### config.mk
export PLATFORM = sky130hd
export DESIGN_NAME = imem_loader
export DESIGN_NICKNAME = d
export VERILOG_FILES = /design/src/rtl/imem_loader_pkg.sv /design/src/rtl/imem_loader_byte_packer.sv /design/src/rtl/imem_loader.sv
export SDC_FILE = /design/constraint.sdc
export NUM_CORES = 1
export LEC_CHECK = 0
export CORE_ASPECT_RATIO = 0.9
export CORE_MARGIN = 8
export CORE_UTILIZATION = 50
export CTS_BUF_LIST = sky130_fd_sc_hd__clkbuf_2
export CTS_CLUSTER_DIAMETER = 60
export DETAILED_ROUTE_END_ITERATION = 10
export GPL_ROUTABILITY_DRIVEN = 0
export GPL_TIMING_DRIVEN = 1
export PLACE_DENSITY = 0.79
export SLEW_MARGIN = 15
export SYNTH_ARGS = -nofsm -noshare
export SYNTH_HDL_FRONTEND = slang
export SYNTH_SLANG_ARGS = --single-unit
### constraint.sdc
create_clock -name clk -period 4 [get_ports clk]
set_clock_uncertainty 0.1 [all_clocks]
set_input_delay 0.6 -clock clk [delete_from_list [all_inputs] [get_ports clk]]
set_output_delay 0.6 -clock clk [all_outputs]
set_load 0.01 [all_outputs]
### src/rtl/imem_loader_pkg.sv
// Shared definitions for the instruction-memory byte-stream loader.
package imem_loader_pkg;

    localparam int unsigned CNT_W = 16;

    typedef enum logic [2:0] {
        S_IDLE,
        S_CNT_LO,
        S_CNT_HI,
        S_DATA,
        S_WRITE,
        S_DONE
    } state_t;

endpackage

### src/rtl/imem_loader_byte_packer.sv
// Assembles four little-endian stream bytes into one 32-bit instruction word.
module imem_loader_byte_packer (
    input  logic        clk,
    input  logic        reset,
    input  logic        i_clear,
    input  logic        i_accept,
    input  logic [7:0]  i_byte,
    output logic [31:0] o_word,
    output logic        o_word_done
);

    logic [1:0]  r_cnt;
    logic [31:0] r_word;

    // The byte counter doubles as the lane select, so the first byte lands in [7:0].
    always_ff @(posedge clk) begin
        if (reset || i_clear) begin
            r_cnt  <= '0;
            r_word <= '0;
        end else if (i_accept) begin
            r_word[{r_cnt, 3'b000} +: 8] <= i_byte;
            r_cnt                        <= r_cnt + 2'd1;
        end
    end

    assign o_word      = r_word;
    assign o_word_done = i_accept && (r_cnt == 2'd3);

endmodule

### src/rtl/imem_loader.sv
// Loads a length-prefixed byte stream into instruction memory, holding the core in reset until done.
module imem_loader
    import imem_loader_pkg::*;
#(
    parameter int unsigned ADD = 8
) (
    input  logic        clk,
    input  logic        reset,
    input  logic        Start,
    input  logic        ByteValid,
    input  logic [7:0]  ByteData,
    output logic        ByteReady,
    output logic        WriteEnable,
    output logic [31:0] WriteAddress,
    output logic [31:0] WriteData,
    output logic        Busy,
    output logic        Done,
    output logic        Overflow,
    output logic        CpuReset
);

    localparam logic [32:0] CAP = 33'd1 << ADD;

    state_t             r_state;
    state_t             w_next;
    logic [CNT_W-1:0]   r_count;
    logic [CNT_W-1:0]   r_index;
    logic [7:0]         r_cnt_lo;
    logic               r_overflow;

    logic               w_ready;
    logic               w_accept;
    logic               w_data_accept;
    logic               w_start_ok;
    logic               w_word_done;
    logic [CNT_W-1:0]   w_count_in;
    logic               w_last;
    logic               w_in_cap;
    logic [31:0]        w_word;

    assign w_ready       = (r_state == S_CNT_LO) || (r_state == S_CNT_HI) || (r_state == S_DATA);
    assign w_accept      = ByteValid && w_ready;
    assign w_data_accept = w_accept && (r_state == S_DATA);
    assign w_start_ok    = Start && ((r_state == S_IDLE) || (r_state == S_DONE));
    assign w_count_in    = {ByteData, r_cnt_lo};
    assign w_last        = ({1'b0, r_index} + 17'd1) == {1'b0, r_count};
    assign w_in_cap      = {17'b0, r_index} < CAP;

    imem_loader_byte_packer u_packer (
        .clk         (clk),
        .reset       (reset),
        .i_clear     (w_start_ok),
        .i_accept    (w_data_accept),
        .i_byte      (ByteData),
        .o_word      (w_word),
        .o_word_done (w_word_done)
    );

    always_ff @(posedge clk) begin
        if (reset) r_state <= S_IDLE;
        else       r_state <= w_next;
    end

    always_comb begin
        w_next      = r_state;
        Busy        = 1'b0;
        Done        = 1'b0;
        CpuReset    = 1'b1;
        WriteEnable = 1'b0;
        case (r_state)
            S_IDLE:   if (Start) w_next = S_CNT_LO;
            S_CNT_LO: begin
                Busy = 1'b1;
                if (ByteValid) w_next = S_CNT_HI;
            end
            S_CNT_HI: begin
                Busy = 1'b1;
                if (ByteValid) w_next = (w_count_in == '0) ? S_DONE : S_DATA;
            end
            S_DATA: begin
                Busy = 1'b1;
                if (w_word_done) w_next = S_WRITE;
            end
            S_WRITE: begin
                Busy        = 1'b1;
                WriteEnable = w_in_cap;
                w_next      = w_last ? S_DONE : S_DATA;
            end
            S_DONE: begin
                Done     = 1'b1;
                CpuReset = 1'b0;
                if (Start) w_next = S_CNT_LO;
            end
            default:  w_next = S_IDLE;
        endcase
    end

    always_ff @(posedge clk) begin
        if (reset) begin
            r_count    <= '0;
            r_index    <= '0;
            r_cnt_lo   <= '0;
            r_overflow <= 1'b0;
        end else if (w_start_ok) begin
            r_count    <= '0;
            r_index    <= '0;
            r_overflow <= 1'b0;
        end else begin
            if (r_state == S_CNT_LO && w_accept) r_cnt_lo <= ByteData;
            if (r_state == S_CNT_HI && w_accept) begin
                r_count <= w_count_in;
                if ({17'b0, w_count_in} > CAP) r_overflow <= 1'b1;
            end
            // Out-of-range words still advance the index so the stream stays aligned.
            if (r_state == S_WRITE) r_index <= r_index + 16'd1;
        end
    end

    assign ByteReady    = w_ready;
    assign WriteAddress = {14'b0, r_index, 2'b00};
    assign WriteData    = w_word;
    assign Overflow     = r_overflow;

endmodule

==> run_results.csv, run 1 <==
group,metric,value,unit
status,status,"complete, no violations",
global_route,overflow,0,
sta,worst_pin_slew,962.3,ps
final_layout,final_util,60.94,%
setup_path,slowest_delay,750,ps
sta,fmax,0.2758,GHz
clocking,clk-insertion-delay-late,530,ps
final_layout,nFillCells,683,
setup_path,crit_arrival,2930,ps
final_layout,drive_above_1_share,5.827,%
sta,setup_viol,0,
detailed_routing,final_antenna_net_count,0,
sta,fin_crit,3626,ps
clocking,postCtsHoldBufs,0,
die,initial_core_util,50.95,%
yosys,synth.distinct_cells,47,
yosys,ys_async_sr_fraction,0,%
sta,fin_crit_sh,90.64,%
die,die_y,98.77,um
run,max_cap_violations,0,
detailed_routing,via_count,3448,
yosys,syn_inst,478,
detailed_routing,first_iter_violations,149,
yosys,yosys_warnings,0,
clocking,clock_path_buffers,2,
sta,fin_setup_tns,0,ps
global_route,grt_antenna_before_repair,0,
final_layout,finalNetCount,545,
die,core_area,7470,um2
sta,hold_violations,0,
yosys,synth_edf_count,0,
final_layout,area_growth,19.59,%
clocking,post_cts_resize_count,0,
clocking,cts_setup_buffers,0,
setup_path,cp-end-kind,"primary output",
power_and_ir_drop,max-vdd-ir-drop,0.2815,mV
detailed_routing,wl_per_cell,15.36,um
placement,port_buffers,65,
clocking,cts_tree,"yes",
sta,drv_slew,0,
hold_path,min_path_type,"flip-flop to flip-flop",
global_route,grt_usage,18.17,%
power_and_ir_drop,p_leak,1.506,nW
die,rows,30,
clocking,cts_max_level,3,
global_route,grt_pass1_vias,3309,
sta,slew_headroom,35.71,%
setup_path,cp_max_fo,14,
global_route,grt_max_degree,34,
detailed_routing,drc_errors,0,
global_route,grt_pass1_wl,15.81,mm
yosys,syn_avg_cell_area,7.963,um2
power_and_ir_drop,powerDensity,324.3,nW/um2
setup_path,worstPathRequired,3300,ps
setup_path,critPathSlowestCell,"nor3_1",
yosys,synth.yosys.seq_area_share,41.03,%
setup_path,worstReg2RegStart,"r_index[0]",
setup_path,critical_path_class,"flip-flop to primary output",
setup_path,path_buf_inv,2,
yosys,synthesis.area,3806,um2
die,io_pins,82,
setup_path,crit_start,"r_state[2]",
yosys,ys_seq_elements,78,
placement,place_hpwl,6.967,mm
final_layout,antenna_cells,0,
detailed_routing,first_pass_iters,5,
detailed_routing,routed_wl,9.647,mm
hold_path,hp-start,"u_packer.o_word[7]",
setup_path,cp_top_family,"simple AND/OR/NAND/NOR gates",
setup_path,worstSetupStartpointType,"flip-flop",
detailed_routing,vias_per_cell,5.490,
sta,rsz0062_at_grt,"no",
clocking,cts_buffers,9,
clocking,cts.sinks,78,
clocking,ctsRootBufferMaster,"clkbuf_2",
die,fp.dieW,108.0,um
setup_path,crit_chain,"inv_1 -> nor3_1 -> and3_1 -> clkdlybuf4s50_1",
yosys,synth_ff_type,"dfxtp_1",
die,die-area,10660,um2
clocking,path_clk_slew,230,ps
==> cells in the mapped netlist (all sizes together), types with 16 or more instances <==
cell type   n  area, um2
xor2       16      140.1
buf        27      172.7
xnor2      21      183.9
nand2      87      326.6
dfxtp      78       1562
a21oi      59      295.3
clkbuf     18      67.56
nor2       32      120.1
nand3      39      205.2
nor3       17      95.09
==> cell usage in the layout (no fill, tap or decap), types with 2 or more instances in the layout <==
cell type / n
nor3_2: 2
clkdlybuf4s50_1: 65
ha_1: 6
nand2_1: 87
a21o_1: 2
nor3_1: 15
inv_1: 7
and3_1: 2
o21ai_0: 8
nor4_1: 7
nor2_1: 32
buf_4: 3
xor2_1: 16
dfxtp_1: 78
conb_1: 16
bufinv_16: 2
a31oi_1: 2
or2_2: 2
nand4_1: 5
clkbuf_2: 10
a21oi_1: 59
xnor2_1: 21
or3_1: 4
clkinv_4: 2
nand3_1: 37
or3_2: 2
nand3_2: 2
and2_1: 4
nor3b_1: 5
mux2i_1: 9
==> sequential cells by signal (all words and copies together), names as in the netlist <==
signal / count
u_packer.r_cnt: 2
r_state: 3
u_packer.o_word: 32
Overflow: 1
r_count: 16
r_index: 16
r_cnt_lo: 8
==> layer usage <==
layer  wire length [um]  global-route usage [%]
met1               4193                   21.13
met2               4398                   28.85
met3                848                   8.089
met4                206                   6.077
met5                  0                       0
==> worst paths after layout <==
check	endpoint	slack, ps	depth (start not counted)
max reg2reg	r_state[2]	1570	7
max	WriteEnable	370	4
min	u_packer.o_word[7]	370	2
min reg2reg	u_packer.o_word[7]	370	2
==> where the power goes <==
| part | switching [W] | internal (W) | total [W] |
|---|---|---|---|
| Combinational | 0.000113 | 0.0000678 | 0.000181 |
| Sequential | 0.0000205 | 0.000793 | 0.000813 |
| Clock | 0.000273 | 0.000209 | 0.000482 |
| Total | 0.000407 | 0.00107 | 0.00148 |
==> layout make-up <==
cell class	instances	area [um2]	area share, %
well taps	96	120.1	2.639
clock buffers	10	50.05	1.100
inverters	7	26.28	0.5772
clock inverters	6	86.33	1.897
multi-input cells	363	2034	44.69
repair buffers	68	673.1	14.79
flip-flops and latches	78	1562	34.30
==> worst register-to-register path, stage by stage (launching register included) <==
cell     delay, ps
dfxtp_1        520
ha_1           350
nand2_1        160
or3_1          440
a211o_1        320
nand3_2         80
o21ai_2         60
o32ai_1        330
==> per-stage QoR <==
| stage | power, W | area (um2) | cells | hold WS [ps] | setup slack [ps] |
|---|---|---|---|---|---|
| after floorplan | 0.0009547 | 3862 | 493 | 343.8 | 1787 |
| after global placement | 0.001002 | 4415 | 612 | 339.1 | 1051 |
| after detailed placement | 0.001007 | 4415 | 612 | 343.7 | 975.7 |
| after CTS | 0.001483 | 4552 | 628 | 367.3 | 356.1 |
| after global routing | 0.001538 | 4552 | 628 | 389.4 | 219.3 |
| final | 0.001476 | 4552 | 628 | 370.4 | 374.5 |
==> logic make-up (layout without fill, tap and decap cells) <==
logic type      count (synthesis)  count (layout)  share of synthesized area [%]
simple gates                  211             211                          26.50
compound gates                 84              84                          12.52
flops                          78              78                          41.03
buf+inv                        52              91                          7.002
xor+xnor                       37              37                          8.514
mux                             9               9                          2.367
fa+ha+maj                       6               6                          1.972
other cells                     1              16                        0.09852
Note: power is estimated with default switching activity, not from simulation.
==> inputs of run 2 (changes only) <==
--- a/config.mk
+++ b/config.mk
@@ -5,15 +5,16 @@
 export SDC_FILE = /design/constraint.sdc
 export NUM_CORES = 1
 export LEC_CHECK = 0
+export ABC_AREA = 1
 export CORE_ASPECT_RATIO = 0.9
-export CORE_MARGIN = 8
+export CORE_MARGIN = 2
 export CORE_UTILIZATION = 50
 export CTS_BUF_LIST = sky130_fd_sc_hd__clkbuf_2
 export CTS_CLUSTER_DIAMETER = 60
 export DETAILED_ROUTE_END_ITERATION = 10
 export GPL_ROUTABILITY_DRIVEN = 0
 export GPL_TIMING_DRIVEN = 1
-export PLACE_DENSITY = 0.79
+export PLACE_DENSITY = 0.78
 export SLEW_MARGIN = 15
 export SYNTH_ARGS = -nofsm -noshare
 export SYNTH_HDL_FRONTEND = slang
==> constraint.sdc (replaced) <==
create_clock -name clk -period 4 [get_ports clk]
set_clock_uncertainty 0.1 [all_clocks]
set_input_delay 0.6 -clock clk [delete_from_list [all_inputs] [get_ports clk]]
set_output_delay 0.6 -clock clk [all_outputs]
set_load 0.05 [all_outputs]
==> run 2 against run 1 <==
Sequential share of layout area is 1.8 points lower. Synthesized cell count rose by 21%. Hold slack better by 14 ps. Synthesized area increased by 4.8%. Non-clock buffer count is the same. Combinational power rose to 3.1 times the previous value. Critical path depth grew 4. Power up 31%. Utilization grew 1.8 points. First-iteration DRC count is 79% higher. Critical endpoint unchanged. Largest power group unchanged.
==> run_results.csv, run 2 <==
group,metric,value,unit
setup_path,cp_max_fo,18,
yosys,synthesis.area,3989,um2
detailed_routing,first_pass_iters,5,
detailed_routing,vias_per_cell,5.412,
placement,port_buffers,65,
yosys,yosysTopAreaCellShare,39.15,%
die,fp.dieW,98.15,um
run,max_cap_violations,0,
sta,slew_headroom,40.67,%
final_layout,finalNetCount,662,
clocking,post_cts_resize_count,0,
clocking,cts.sinks,78,
power_and_ir_drop,swShare,38.02,%
yosys,synth_top_family_by_area,"simple AND/OR/NAND/NOR gates",
placement,dp_cells,729,
die,die_y,88.74,um
yosys,synth_compound_area_share,15.06,%
clocking,cts_buffers,9,
yosys,yosys_warnings,0,
power_and_ir_drop,p_leak,1.909,nW
setup_path,critical_path_class,"flip-flop to primary output",
setup_path,crit_arrival,2810,ps
setup_path,critPathSlowestCell,"clkdlybuf4s50_1",
power_and_ir_drop,comb_power_share,29.0,%
power_and_ir_drop,powerDensity,401.8,nW/um2
sta,fin_setup_tns,0,ps
yosys,synth_mux_area_share,0,%
sta,fmax,0.2849,GHz
final_layout,multi_input_area,2047,um2
global_route,overflow,0,
setup_path,cp-end-kind,"primary output",
final_layout,layout_common_cells,"nand2_1, dfxtp_1, a21oi_1",
clocking,cts_setup_buffers,0,
hold_path,min_path_type,"flip-flop to flip-flop",
status,status,"complete, no violations",
clocking,ctsRootBufferMaster,"clkbuf_2",
placement,place_hpwl,7.436,mm
final_layout,final-seq-area,1562,um2
clocking,clock_path_buffers,2,
yosys,yosysMostFrequentCell,"nand2_1",
power_and_ir_drop,power.share.sequential,45.3,%
global_route,grt_max_degree,38,
final_layout,nFillCells,726,
power_and_ir_drop,p_int,0.001196,W
yosys,synth_ff_type,"dfxtp_1",
sta,fin_crit_sh,87.76,%
yosys,synth_fa_ha_area_share,1.882,%
sta,worst_pin_slew,886.6,ps
die,die-area,8709,um2
yosys,ys_seq_elements,78,
yosys,yosys-top-cells-count,"nand2_1, dfxtp_1, a21oi_1, inv_1, nand3_1",
detailed_routing,first_iter_violations,266,
setup_path,worstPathRequired,3300,ps
sta,fin_crit,3510,ps
setup_path,path_common_cell,"inv_1",
clocking,cts_max_level,3,
global_route,grt_pass1_vias,3585,
detailed_routing,routed_wl,10.19,mm
final_layout,drive_above_1_share,7.242,%
yosys,synth_top_area_cell,"dfxtp_1",
clocking,postCtsHoldBufs,0,
setup_path,slowest_delay,830,ps
detailed_routing,final_antenna_net_count,0,
final_layout,layout_commonest_cell,"nand2_1",
sta,rsz0062_at_grt,"no",
clocking,cts_tree,"yes",
detailed_routing,via_count,4032,
detailed_routing,wl_per_cell,13.67,um
yosys,synthXorXnorAreaFrac,0.8783,%
yosys,syn_inst,580,
yosys,ys_async_sr_fraction,0,%
final_layout,antenna_cells,0,
yosys,netlist_top_cells_area,"dfxtp_1, nand2_1, a21oi_1",
setup_path,crit_chain,"inv_1 -> nor2_1 -> inv_1 -> nor2_4 -> buf_4 -> inv_2 -> nor3_1 -> clkdlybuf4s50_1",
detailed_routing,drc_errors,0,
clocking,path_clk_slew,220,ps
final_layout,final_cells,745,
power_and_ir_drop,p_clk_share,25.7,%
global_route,grt_usage,23.39,%
final_layout,largest_reg_flops,32,
global_route,grt_antenna_before_repair,0,
power_and_ir_drop,max-vdd-ir-drop,0.2888,mV
yosys,synth.yosys.seq_area_share,39.15,%
sta,drv_slew,0,
sta,hold_violations,0,
yosys,synth_edf_count,0,
final_layout,area_growth,20.39,%
clocking,clk-insertion-delay-late,530,ps
global_route,grt_pass1_wl,16.48,mm
yosys,synth.distinct_cells,38,
yosys,syn_avg_cell_area,6.877,um2
die,rows,30,
power_and_ir_drop,switchingPower,0.0007336,W
setup_path,worstSetupStartpointType,"flip-flop",
die,io_pins,82,
die,initial_core_util,52.09,%
yosys,synth-simple-area-share,31.99,%
die,core_area,7657,um2
sta,setup_viol,0,
[run 2: cell count changes in the layout (fill, tap and decap cells not counted), moves of 10 or more]
cell and delta:
nand4_1 +10, o21ai_0 +13, nand2_1 +58, o21ai_1 +14
inv_2 +10, inv_1 +48, xor2_1 -14, nor2_1 +10
a21oi_1 +13, xnor2_1 -19, nor3_1 -11
[run 2: worst paths after layout]
kind | startpoint | endpoint | slack [ps] | cells after the start
worst max-delay path | r_state[2] | WriteEnable | 490 | 8
worst max register to register | u_packer.r_cnt[0] | u_packer.o_word[0] | 1460 | 5
worst min-delay path | u_packer.o_word[29] | u_packer.o_word[29] | 380 | 2
worst min register to register | u_packer.o_word[29] | u_packer.o_word[29] | 380 | 2
[run 2: metrics by stage]
| stage | instance area (um2) | power, W | hold slack [ps] | utilization, % | setup WS [ps] |
|---|---|---|---|---|---|
| after floorplan | 4045 | 0.001309 | 348.8 | - | 1112 |
| after global placement | 4658 | 0.001429 | 353.2 | 60.83 | 1176 |
| after detailed placement | 4658 | 0.001440 | 360.4 | 60.83 | 1071 |
| after CTS | 4802 | 0.001935 | 385.0 | 62.71 | 466.1 |
| after global routing | 4802 | 0.002034 | 401.7 | 62.71 | 277.2 |
| final | 4802 | 0.001930 | 384.0 | 62.71 | 489.6 |
[run 2: final cells by class]
type                       instances  area share (%)
clock inverter                     7           2.058
inverter                          68           5.341
sequential                        78           32.52
tap                               96           2.501
multi-input combinational        419           42.63
clock buffer                       9          0.9380
timing repair buffer              68           14.02
[run 2: worst max-delay path, delay by kind of cell (launching register included)]
family                 cells  cell delay (ps)
buffers and inverters      5             1390
DFF                        1              490
and+or+nand+nor            3              410
[run 2: power groups by stage]
stage	sequential (W)	clock (W)	combinational, W
after global routing	0.000881	0.000545	0.000607
after floorplan	0.000910	0	0.000399
final	0.000874	0.000497	0.000559
after global placement	0.000888	0	0.000541
after CTS	0.000873	0.000507	0.000556
after detailed placement	0.000888	0	0.000552
[run 2: per-layer routing]
layer	share of wire (%)	track usage, %	vias to the layer above
met2	47	37.55	165
met3	8.4	6.635	17
li1	-	-	2003
met5	0	0	-
met4	1.0	6.476	0
met1	44	31.32	1847
[run 2: kinds of logic after synthesis]
logic type	count (synthesis)
and+or+nand+nor	278
AOI/OAI and AO/OA	115
buffers and inverters	98
DFF	78
adders and majority gates	6
xor gates and xnor gates	4
other	1
==> inputs of run 3 (changes only) <==
--- a/config.mk
+++ b/config.mk
@@ -6,16 +6,17 @@
 export NUM_CORES = 1
 export LEC_CHECK = 0
 export ABC_AREA = 1
-export CORE_ASPECT_RATIO = 0.9
+export CORE_ASPECT_RATIO = 1.2
 export CORE_MARGIN = 2
-export CORE_UTILIZATION = 50
+export CORE_UTILIZATION = 35
 export CTS_BUF_LIST = sky130_fd_sc_hd__clkbuf_2
 export CTS_CLUSTER_DIAMETER = 60
 export DETAILED_ROUTE_END_ITERATION = 10
 export GPL_ROUTABILITY_DRIVEN = 0
 export GPL_TIMING_DRIVEN = 1
-export PLACE_DENSITY = 0.78
+export PLACE_DENSITY = 0.58
 export SLEW_MARGIN = 15
 export SYNTH_ARGS = -nofsm -noshare
 export SYNTH_HDL_FRONTEND = slang
 export SYNTH_SLANG_ARGS = --single-unit
+export TNS_END_PERCENT = 30
==> run 3 against run 2 <==
Die area is 41% higher. Hold slack worse by 4.4 ps. Fmax grew 6.4%. Utilization is 19 points lower. Final cell count rose by 7.8%. Power rose by 0.73%. Count of clock-buffer cells in the layout increased by 1. Register-to-register slack improved by 20 ps. Via count decreased by 3.7%. Critical endpoint unchanged. Largest cell class unchanged.
==> run_results.csv, run 3 (synthesized netlist as in run 2, its figures left out) <==
group,metric,value,unit
final_layout,finalNetCount,662,
global_route,overflow,0,
die,core_area,11090,um2
final_layout,antenna_cells,0,
global_route,grt_pass1_wl,17.29,mm
setup_path,reg2reg_slack,1480,ps
sta,fin_crit,3299,ps
power_and_ir_drop,max-vdd-ir-drop,0.1586,mV
clocking,clock_path_buffers,2,
final_layout,final_util,43.95,%
setup_path,r2r_end,"u_packer.o_word[0]",
die,initial_core_util,35.97,%
die,die-area,12270,um2
power_and_ir_drop,power,0.001944,W
clocking,clk-insertion-delay-late,540,ps
die,fp.dieW,101.5,um
setup_path,worstPathRequired,3300,ps
clocking,cts_tree,"yes",
status,status,"complete, no violations",
placement,port_buffers,65,
detailed_routing,vias_per_cell,4.836,
setup_path,critical_path_class,"flip-flop to primary output",
sta,worst_pin_slew,854.6,ps
setup_path,cp_max_fo,18,
die,die_y,120.9,um
hold_path,min_path_type,"flip-flop to flip-flop",
setup_path,r2r_cells,5,
detailed_routing,routed_wl,10.52,mm
final_layout,layout_commonest_cell,"nand2_1",
detailed_routing,first_iter_violations,138,
sta,fin_setup_tns,0,ps
final_layout,area_growth,22.18,%
detailed_routing,via_count,3883,
placement,dp_slack,1287,ps
clocking,postCtsHoldBufs,0,
clocking,cts_max_level,3,
clocking,path_clk_slew,210,ps
sta,slew_headroom,42.90,%
detailed_routing,final_antenna_net_count,0,
hold_path,min_to,"u_packer.o_word[27]",
power_and_ir_drop,powerDensity,398.8,nW/um2
clocking,cts_setup_buffers,0,
sta,fin_crit_sh,82.48,%
setup_path,crit_arrival,2600,ps
sta,drv_slew,0,
clocking,ctsRootBufferMaster,"clkbuf_2",
clocking,post_cts_resize_count,0,
power_and_ir_drop,p_leak,1.906,nW
global_route,grt_usage,17.78,%
global_route,grt_antenna_before_repair,0,
final_layout,largest_reg_flops,32,
setup_path,worstReg2RegStart,"u_packer.r_cnt[0]",
global_route,grt_pass1_vias,3642,
sta,setup_slack,701.0,ps
detailed_routing,first_pass_iters,5,
sta,setup_viol,0,
sta,hold_violations,0,
setup_path,worstSetupStartpointType,"flip-flop",
detailed_routing,wl_per_cell,13.10,um
sta,rsz0062_at_grt,"no",
placement,dp_cells,787,
clocking,cts.sinks,78,
clocking,cts_buffers,9,
placement,place_hpwl,7.815,mm
global_route,grt_max_degree,50,
die,rows,42,
detailed_routing,drc_errors,0,
hold_path,worstHoldPathCells,2,
sta,fmax,0.3031,GHz
final_layout,layout_common_cells,"nand2_1, dfxtp_1, a21oi_1",
hold_path,hp-start,"u_packer.o_word[27]",
die,io_pins,82,
run,max_cap_violations,0,
final_layout,final_cells,803,
setup_path,cp-end-kind,"primary output",
final_layout,drive_above_1_share,7.242,%
-- run 3: cell count changes in the layout (fill, tap and decap cells not counted) --
cell	change
inv_6	+2
clkinv_2	-1
clkinvlp_4	+1
clkinv_4	-3
clkbuf_2	+1
-- run 3: area by class of cell --
type / count / area, um2
Clock buffer: 10 / 50.05
Clock inverter: 6 / 92.59
Fill cell: 1204 / 6215
Inverter: 68 / 256.5
Multi-Input combinational cell: 419 / 2047
Sequential cell: 78 / 1562
Tap cell: 154 / 192.7
Timing Repair Buffer: 68 / 673.1
-- run 3: how the worst max path moves through the flow --
stage | from | end | depth (start not counted)
6_report | r_state[2] | WriteEnable | 7
5_1_grt | r_state[2] | WriteEnable | 7
3_3_place_gp | r_state[2] | Busy | 7
3_5_place_dp | r_state[2] | Busy | 7
2_1_floorplan | r_state[2] | WriteEnable | 7
4_1_cts | r_state[2] | Busy | 7
-- run 3: metrics by stage --
stage	area (um2)	hold WS, ps
2_1_floorplan	4045	348.8
3_3_place_gp	4731	352.3
3_5_place_dp	4731	358.4
4_1_cts	4873	385.6
5_1_grt	4873	401.5
6_report	4873	379.5
-- run 3: worst max-delay path, stage by stage, from the launching register on --
cell             delay (ps)
dfxtp_1                 500
inv_1                    70
nor2_1                  160
inv_1                   110
nor2_4                  100
inv_2                   130
nor3_1                  180
clkdlybuf4s50_1         830
-- run 3: metal layers --
| metal | vias to the layer above | track usage [%] | part of all wire (%) |
|---|---|---|---|
| li1 | 2004 | - | - |
| met1 | 1769 | 21.72 | 44 |
| met2 | 99 | 30.55 | 50 |
| met3 | 11 | 4.608 | 5.6 |
| met4 | 0 | 5.068 | 1.1 |
| met5 | - | 0 | 0 |
-- run 3: power breakdown --
group | internal (W) | leakage, nW | switching [W]
clock network | 0.000213 | 0.0792 | 0.000301
logic | 0.000160 | 1.20 | 0.000395
registers | 0.000827 | 0.630 | 0.0000462
total | 0.00120 | 1.91 | 0.000743
